[src/rtl/inst_defs.sv]
// Shared instruction-pipeline definitions: hazard codes driven by the hazard
// unit and the stage codes used to specialise per-stage behaviour.
package inst_defs;

  localparam int HAZARD_W = 4;

  localparam logic [HAZARD_W-1:0] NONE        = 4'd0;
  localparam logic [HAZARD_W-1:0] FLUSH_ALL   = 4'd1;
  localparam logic [HAZARD_W-1:0] FLUSH_EARLY = 4'd2;
  localparam logic [HAZARD_W-1:0] STALL_EARLY = 4'd3;
  localparam logic [HAZARD_W-1:0] STALL_MMU   = 4'd4;

  typedef enum logic [1:0] {
    STAGE_ID  = 2'd0,
    STAGE_EX  = 2'd1,
    STAGE_MEM = 2'd2,
    STAGE_WB  = 2'd3
  } stage_e;

endpackage

[src/rtl/pipe_stage_pkg.sv]
// Local helpers for pipe_stage: hazard-to-action decode and pointer wrap.
package pipe_stage_pkg;
  import inst_defs::*;

  localparam int CTR_W = 16;

  typedef enum logic [1:0] {
    ACT_NORMAL = 2'd0,
    ACT_BUBBLE = 2'd1,
    ACT_FREEZE = 2'd2,
    ACT_FLUSH  = 2'd3
  } action_e;

  // Resolve the hazard code for a given stage; checks are ordered so that
  // flush beats freeze beats bubble. Unknown codes fall through to normal.
  function automatic action_e decode_action(logic [HAZARD_W-1:0] hazard, stage_e stage);
    if ((hazard == FLUSH_ALL && stage != STAGE_WB) ||
        (hazard == FLUSH_EARLY && stage == STAGE_ID))
      return ACT_FLUSH;
    if (hazard == STALL_MMU)
      return ACT_FREEZE;
    if (hazard == STALL_EARLY && stage == STAGE_EX)
      return ACT_BUBBLE;
    return ACT_NORMAL;
  endfunction

  // Circular-buffer pointer advance: DEPTH-1 wraps back to 0.
  function automatic int unsigned wrap_inc(int unsigned ptr, int unsigned depth);
    return (ptr + 1 >= depth) ? 0 : ptr + 1;
  endfunction

endpackage

[src/rtl/pipe_stage_ctr.sv]
// Saturating event counter; sticks at all-ones instead of wrapping.
module pipe_stage_ctr #(
  parameter int W = 16
) (
  input  logic         clk,
  input  logic         rst_n,
  input  logic         inc,
  output logic [W-1:0] count
);

  // Count one per cycle with inc high, holding at the ceiling.
  always_ff @(posedge clk or negedge rst_n) begin
    if (!rst_n)
      count <= '0;
    else if (inc && count != {W{1'b1}})
      count <= count + 1'b1;
  end

endmodule

[src/rtl/pipe_stage.sv]
// Pipeline stage buffer: small circular FIFO with valid/ready on both sides,
// reacting to hazard-unit codes (flush, freeze, bubble) per stage identity.
module pipe_stage
  import inst_defs::*, pipe_stage_pkg::*;
#(
  parameter stage_e             STAGE       = STAGE_ID,
  parameter int                 WIDTH       = 32,
  parameter int                 DEPTH       = 2,
  parameter logic [WIDTH-1:0]   RESET_VALUE = '0
) (
  input  logic                       clk,
  input  logic                       rst_n,
  input  logic [3:0]                 hazard_signal,
  input  logic                       in_valid,
  output logic                       in_ready,
  input  logic [WIDTH-1:0]           in_data,
  output logic                       out_valid,
  input  logic                       out_ready,
  output logic [WIDTH-1:0]           out_data,
  output logic [$clog2(DEPTH+1)-1:0] occupancy,
  output logic [15:0]                flush_cnt,
  output logic [15:0]                stall_cnt
);

  localparam int PTR_W = (DEPTH > 1) ? $clog2(DEPTH) : 1;
  localparam int CNT_W = $clog2(DEPTH+1);

  logic [WIDTH-1:0] mem [DEPTH];
  logic [PTR_W-1:0] rd_ptr, wr_ptr;
  logic [CNT_W-1:0] count;

  action_e act;
  logic    flush, freeze, bubble;
  logic    push, pop;
  logic    flush_inc, stall_inc;

  // Hazard decode and handshake qualification.
  always_comb begin
    act      = decode_action(hazard_signal, STAGE);
    flush    = (act == ACT_FLUSH);
    freeze   = (act == ACT_FREEZE);
    bubble   = (act == ACT_BUBBLE);
    out_valid = (count != '0) && !flush && !freeze && !bubble;
    pop      = out_valid && out_ready;
    // A full stage still accepts when the head leaves on the same edge.
    in_ready = !flush && !freeze && ((count < CNT_W'(DEPTH)) || pop);
    push     = in_valid && in_ready;
    out_data = out_valid ? mem[rd_ptr] : RESET_VALUE;
    flush_inc = flush;
    stall_inc = !flush && (freeze || bubble || ((count != '0) && !out_ready));
  end

  assign occupancy = count;

  // Pointer and count bookkeeping; flush empties, freeze holds everything.
  always_ff @(posedge clk or negedge rst_n) begin
    if (!rst_n) begin
      rd_ptr <= '0;
      wr_ptr <= '0;
      count  <= '0;
    end else if (flush) begin
      rd_ptr <= '0;
      wr_ptr <= '0;
      count  <= '0;
    end else if (!freeze) begin
      if (push)
        wr_ptr <= PTR_W'(wrap_inc(32'(wr_ptr), DEPTH));
      if (pop)
        rd_ptr <= PTR_W'(wrap_inc(32'(rd_ptr), DEPTH));
      if (push && !pop)
        count <= count + 1'b1;
      else if (pop && !push)
        count <= count - 1'b1;
    end
  end

  // Payload storage; contents are don't-care while count says empty.
  always_ff @(posedge clk) begin
    if (push)
      mem[wr_ptr] <= in_data;
  end

  pipe_stage_ctr #(.W(CTR_W)) u_flush_ctr (
    .clk   (clk),
    .rst_n (rst_n),
    .inc   (flush_inc),
    .count (flush_cnt)
  );

  pipe_stage_ctr #(.W(CTR_W)) u_stall_ctr (
    .clk   (clk),
    .rst_n (rst_n),
    .inc   (stall_inc),
    .count (stall_cnt)
  );

endmodule

[config.mk]
export PLATFORM = sky130hd
export DESIGN_NAME = pipe_stage
export DESIGN_NICKNAME = d
export VERILOG_FILES = /design/src/rtl/inst_defs.sv /design/src/rtl/pipe_stage_pkg.sv /design/src/rtl/pipe_stage_ctr.sv /design/src/rtl/pipe_stage.sv
export SDC_FILE = /design/constraint.sdc
export NUM_CORES = 1
export LEC_CHECK = 0
export BUFFER_PORTS_ARGS = -buffer_cell sky130_fd_sc_hd__buf_2
export CAP_MARGIN = 20
export CORE_MARGIN = 1
export CORE_UTILIZATION = 30
export CTS_BUF_LIST = sky130_fd_sc_hd__clkbuf_8
export DETAILED_ROUTE_END_ITERATION = 7
export SYNTH_ARGS = -nofsm -noshare
export SYNTH_HDL_FRONTEND = slang
export SYNTH_HIERARCHICAL = 1
export SYNTH_SLANG_ARGS = --single-unit
[constraint.sdc]
create_clock -name clk -period 4.7 [get_ports clk]
set_clock_uncertainty 0.15 [all_clocks]
set_input_delay 0.235 -clock clk [delete_from_list [all_inputs] [get_ports clk]]
set_output_delay 0.235 -clock clk [all_outputs]
set_load 0.05 [all_outputs]
## Yosys cells after proc, flatten, opt, wreduce, memory -nomap -nowiden

Memory sizes are Yosys's and may differ from the RTL's.
Cells that the tools add are included.
Widths: inputs -> output; s select.

- Multiplexer cells: 22
- Shift operators: 0
- Add/sub/neg operators: 6
- $mul: 0
- Div/mod/pow operators: 0
- Reduce and logical (&&, ||, !) cells: 30
- Bitwise logic cells: 0
- $lt $le $gt $ge: 3
- Equality and inequality tests: 9

Operators with widths:

| cell | number |
|---|---|
| $add 16x1->16 const B | 2 |
| $mux 32 | 1 |
| $ne 16x16->1 const B | 2 |
| $mux 2 | 8 |
| $logic_and 1x1->1 | 13 |
| $mux 1 | 13 |
| $logic_not 1->1 | 6 |
| $reduce_and 2->1 | 3 |
| $reduce_bool 2->1 | 3 |
| $add 1x1->2 const B | 2 |
| $eq 2x2->1 const B | 2 |
| $eq 4x1->1 const B | 1 |
| $eq 4x2->1 const B | 1 |
| $eq 4x3->1 const B | 1 |
| $ge 2x2->1 const B | 2 |
| $logic_or 1x1->1 | 4 |
| $reduce_bool 3->1 | 1 |
| $add 2x1->2 const B | 1 |
| $eq 2x1->1 const B | 1 |
| $lt 2x2->1 const B | 1 |
| $ne 2x1->1 const B | 1 |
| $sub 2x1->2 const B | 1 |

- Latch bits: 0
- Word-level logic and storage cells: 76
- Output and inout bits: 68
- Register bits after elaboration: 36
- Bits in writable memories: 64
- Memory bits (read-only): 0
- Memories kept: 1

Memory list:

| name | depth | bits a word | rd ports | clocked after Yosys merged registers in | write ports | line | text |
|---|---|---|---|---|---|---|---|
| mem | 2 | 32 | 1 | 0 | 1 | pipe_stage.sv:28 | `logic [WIDTH-1:0] mem [DEPTH];` |

## Longest topological paths before layout

- Depth in word-level cells: 21
- Gate-level depth with buffers: 8
- Mapped depth without buffers: 8

## Cells and area by module

The synthesis kept the hierarchy.

By module, submodules not included:

| module | instances | cells an instance | area an instance (µm²) |
|---|---|---|---|
| pipe_stage | 1 | 177 | 2747.6 |
| pipe_stage_ctr | 2 | 72 | 859.6 |

## Worst setup path after synthesis

Ideal clock, no wire load.

- Kind: register -> register
- From: register count[1] (netlist: occupancy[1])
- To: memory mem[0][0] (enable)
- Stages on the path, launching flop included: 4
- Clock period less this slack: 3715 ps
- Required time: 4087 ps
- Arrival time: 3102 ps
- Library setup time: 463 ps
- Setup slack: 985 ps
- Path through: dfrtp_1 inv_1 o21ai_0 nor3_1

- Longest elaborated chain between the ends: 10

Ends and longest elaborated chain:

| what | line | text |
|---|---|---|
| start: declaration | pipe_stage.sv:30 | `logic [CNT_W-1:0] count;` |
| start signal: assignment | pipe_stage.sv:71 | `count <= count + 1'b1;` |
| start signal: assignment | pipe_stage.sv:73 | `count <= count - 1'b1;` |
| $reduce_bool 2->1 | pipe_stage.sv:43 | `out_valid = (count != '0) && !flush && !freeze && !bubble;` |
| $logic_and 1x1->1 (3 in series) | pipe_stage.sv:43 |  |
| $logic_and 1x1->1 | pipe_stage.sv:44 | `pop = out_valid && out_ready;` |
| $logic_or 1x1->1 * | pipe_stage.sv:46 | `in_ready = !flush && !freeze && ((count < CNT_W'(DEPTH)) \|\| pop);` |
| $logic_and 1x1->1 * | pipe_stage.sv:46 |  |
| $logic_and 1x1->1 * | pipe_stage.sv:47 | `push = in_valid && in_ready;` |
| $mux 1 * | pipe_stage.sv:79 | `if (push)` |
| $mux 1 (implied by the code) * | pipe_stage.sv:80 | `mem[wr_ptr] <= in_data;` |
| end: declaration | pipe_stage.sv:28 |  |

Mark *: on every way between the ends. The rest lies on a longest branch, timed or not.

## Worst setup path in the final report

- From: register count[1] (netlist: occupancy[1])
- To: register u_stall_ctr.count[10]

- Longest elaborated chain between the ends: 5

Ends and longest elaborated chain:

| what | line | text |
|---|---|---|
| $reduce_bool 2->1 | pipe_stage.sv:50 | `stall_inc = !flush && (freeze \|\| bubble \|\| ((count != '0) && !out_ready));` |
| $logic_and 1x1->1 | pipe_stage.sv:50 |  |
| $logic_or 1x1->1 | pipe_stage.sv:50 |  |
| $logic_and 1x1->1 | pipe_stage.sv:50 |  |
| named net stall_inc | pipe_stage.sv:35 | `logic flush_inc, stall_inc;` |
| $logic_and 1x1->1 | pipe_stage_ctr.sv:15 | `else if (inc && count != {W{1'b1}})` |
| end signal: assignment | pipe_stage_ctr.sv:16 | `count <= count + 1'b1;` |
| end: declaration | pipe_stage_ctr.sv:8 | `output logic [W-1:0] count` |

The timed path passes the listed nets, and every way through them passes these cells.
A chain may end at the register's enable or synchronous reset.

==> run summary <==
================================================================================
Run status                                                          complete, no violations
Final Routed Wirelength                                                  9680 um
Worst-path clk slew                                                      0.10 ns
Worst Tran Pin Value                                                     1.00 ns
Hold Crit Start                                                         in_valid
Max-cap violations                                                             0
Switching power as a share of total power                                  46.4%
CTS root buffer                                                     sky130_fd_sc_hd__clkbuf_8
Critical path class                                                      reg2reg
Die Span X                                                                124 um
Total cell area at the placement stage                                 5220 um^2
FMAX                                                                     405 MHz
R2r startpoint                                                      occupancy[1]$_DFFE_PN0P_
Combinational fraction of design power                                     42.9%
Commonest cells after routing, fill and taps aside                  sky130_fd_sc_hd__buf_2 (107), sky130_fd_sc_hd__edfxtp_1 (64), sky130_fd_sc_hd__nor2_1 (38), sky130_fd_sc_hd__dfrtp_1 (35)
Mean routed wirelength per cell                                          14.7 um
Final count of hold timing violations                                          0
Type of the tightest min-delay check                                      in2reg
Layout area overhead                                                       28.0%
Pins over their slew limit                                                     0
Pin count of the biggest net entering global routing                          37
Number of standard cells after synthesis                                     321
Seq pwr share                                                              41.5%
Reg2reg end                                                         u_stall_ctr/count[10]$_DFFE_PN0P_
Capturing element type of the critical path                             register
HPWL Detailed                                                            6690 um
Count of cells along the worst hold path                                       3
Buffers on Ports                                                             107
PnR Total Power                                                          3.08 mW
Int Pwr                                                                  1.65 mW
H-tree level count                                                             3
Post-detailed-route DRC marker count                                           0
Clock period minus final worst setup slack                               2.47 ns
Share of the cycle needed by the critical path after routing               52.5%
Final Setup Violations                                                         0
Area of the mapped netlist                                             4470 um^2
CTS tree                                                                   built
Vias per std cell                                                           4.76
Required time of the worst setup path                                    4.81 ns
Largest fanout of any net on the critical path                                 6
Cell area power density                                              539 nW/um^2
Length of the first detailed-routing pass in iterations                        4
Total die area                                                        15400 um^2
Total gr overflow                                                              0
Fraction of the core area covered by cells at the end of the flow          39.3%
Count of nets left with antenna violations after detail routing                0
Tot GR Track Use                                                           13.0%
Fraction of post-synthesis cell area in the top cell type by area          43.0%
Wire length of the first global-routing pass                            15000 um
Worst reg2reg path depth                                                       8
Number of global-route vias before repair                                   2940
Reg2reg setup slack                                                      2.23 ns
Leakage                                                                  2.44 nW
Post-Synthesis Net Count                                                     363
Share of flip-flops with an asynchronous set or reset                      36.0%
Count of different cell masters after synthesis                               43
Main synth FF type                                                  sky130_fd_sc_hd__edfxtp_1
Most common cell after layout, fill and taps aside                  sky130_fd_sc_hd__buf_2
RePlAce Congestion                                                         0.752
Final #Nets                                                                  509
Arrival @ worst endpoint                                                 2.58 ns
Mean Syn Cell Area                                                     13.9 um^2
Final-layout setup total negative slack                                     0 ns
Placement row count                                                           44
I/O pin count                                                                108
Setup repair after global routing missed its margin                           no
Worst slew margin                                                          33.2%
Clock Tree Buf Depth                                                           2
Final worst hold slack                                                  0.111 ns
Startpoint type of the worst setup path                                 register
Core footprint                                                        14500 um^2
Post-synthesis sequential area ratio                                       63.2%
Worst supply voltage drop on vdd                                        0.250 mV
Synth area leader                                                   sky130_fd_sc_hd__edfxtp_1
Area contributors post-synth                                        sky130_fd_sc_hd__edfxtp_1 (43%), sky130_fd_sc_hd__dfrtp_1 (20%), sky130_fd_sc_hd__mux2i_1 (7.4%)
Die outline height                                                        124 um
Quantity of gates resized following cts                                        0
Switching Power                                                          1.43 mW
Flop and latch count out of synthesis                                        100
First-iteration detailed-routing DRC count                                   102
Number of antenna violations at the first check in global routing              2
Routed vias                                                                 3125
Number of sinks on the clock net                                             100
Total of warnings raised by yosys                                              6
Skew-Pair Late Insertion Delay                                           0.37 ns
Clk network pwr share                                                      15.6%
WHS Endpoint                                                        occupancy[1]$_DFFE_PN0P_
Ratio of cells with drive above 1 in the final layout                      31.4%
Number of buffers inserted during clock tree synthesis                         9
EDFF count, synth                                                             64
Area of all placed cells without fillers                               5720 um^2
Initial core utilization                                                   30.7%
================================================================================
==> flip-flops by register name, indices dropped and copies added, names as in the netlist <==
name,count
occupancy,2
u_flush_ctr/count,16
rd_ptr,1
mem,64
wr_ptr,1
u_stall_ctr/count,16
==> power groups by stage <==
stage | Combinational [mW] | Clock, mW | Sequential [mW]
3_3_place_gp | 1.29 | 0 | 1.30
2_1_floorplan | 0.901 | 0 | 1.39
5_1_grt | 1.43 | 0.532 | 1.31
3_5_place_dp | 1.32 | 0 | 1.30
4_1_cts | 1.34 | 0.506 | 1.29
6_report | 1.32 | 0.481 | 1.28
==> metrics by stage <==
stage / std cells / worst slack [ns]
global placement: 606 / 1.94
finish: 657 / 2.23
global route: 657 / 2.02
CTS: 655 / 2.12
detailed placement: 607 / 2.26
floorplan: 321 / 0.985
==> per-layer routing <==
metal / track usage, % / part of all wire (%)
met4: 7.29 / 3.0
met2: 21.1 / 47
met3: 2.88 / 5.1
met5: 0 / 0
met1: 16.0 / 44
==> timing repair <==
action / in CTS / in global routing
hold buffers: 33 / 0
endpoints found under the hold margin: 100 / 0
buffers inserted: 0 / 0
==> Yosys cell counts, types with 4 or more instances <==
| cell | instances |
|---|---|
| sky130_fd_sc_hd__a21oi_1 | 10 |
| sky130_fd_sc_hd__a31oi_1 | 6 |
| sky130_fd_sc_hd__and3_1 | 4 |
| sky130_fd_sc_hd__buf_6 | 4 |
| sky130_fd_sc_hd__dfrtp_1 | 36 |
| sky130_fd_sc_hd__edfxtp_1 | 64 |
| sky130_fd_sc_hd__inv_1 | 6 |
| sky130_fd_sc_hd__mux2i_1 | 33 |
| sky130_fd_sc_hd__nand2_1 | 11 |
| sky130_fd_sc_hd__nand3_1 | 10 |
| sky130_fd_sc_hd__nand4_1 | 16 |
| sky130_fd_sc_hd__nor2_1 | 38 |
| sky130_fd_sc_hd__nor4_4 | 4 |
| sky130_fd_sc_hd__o21a_1 | 10 |
| sky130_fd_sc_hd__o21ai_0 | 6 |
| sky130_fd_sc_hd__xnor2_1 | 11 |
| sky130_fd_sc_hd__xor2_1 | 5 |
==> layout make-up <==
type	count	area [um^2]
tap	184	230
clock inverter	6	41.3
antenna	2	5.00
clock buffer	9	124
sequential	100	2820
timing repair buffer	143	908
inverter	6	22.5
fill	1412	8820
multi-input combinational	207	1560
==> critical path, stage by stage (launching register included) <==
cell and delay, ns:
sky130_fd_sc_hd__dfrtp_1 0.44, sky130_fd_sc_hd__nor2_1 0.09, sky130_fd_sc_hd__nor2_1 0.14, sky130_fd_sc_hd__a21oi_1 0.06
sky130_fd_sc_hd__o31ai_1 0.65, sky130_fd_sc_hd__nand2_1 0.30, sky130_fd_sc_hd__nor3_2 0.24, sky130_fd_sc_hd__nand4_1 0.14
sky130_fd_sc_hd__xnor2_1 0.16
==> cells by family (layout without fill, tap and decap cells) <==
group | count (synthesis) | count (layout) | synth area share (%)
other | 0 | 2 | 0
AOI/OAI and AO/OA | 45 | 45 | 7.45
xor gates and xnor gates | 16 | 16 | 3.14
muxes | 35 | 35 | 7.90
DFF | 100 | 100 | 63.2
buffers and inverters | 14 | 164 | 1.93
adders and majority gates | 2 | 2 | 0.560
and+or+nand+nor | 109 | 109 | 15.8
==> worst max-delay path by stage <==
stage	slack, ns	from	end
floorplan	0.98	occupancy[1]$_DFFE_PN0P_	mem[0][0]$_DFFE_PP_
global placement	1.94	hazard_signal[0]	out_data[18]
detailed placement	2.26	occupancy[1]$_DFFE_PN0P_	u_stall_ctr/count[10]$_DFFE_PN0P_
CTS	2.12	rd_ptr$_DFFE_PN0P_	out_data[18]
global route	2.02	occupancy[1]$_DFFE_PN0P_	u_stall_ctr/count[10]$_DFFE_PN0P_
finish	2.23	occupancy[1]$_DFFE_PN0P_	u_stall_ctr/count[10]$_DFFE_PN0P_
Note: power is estimated with default switching activity, not from simulation.
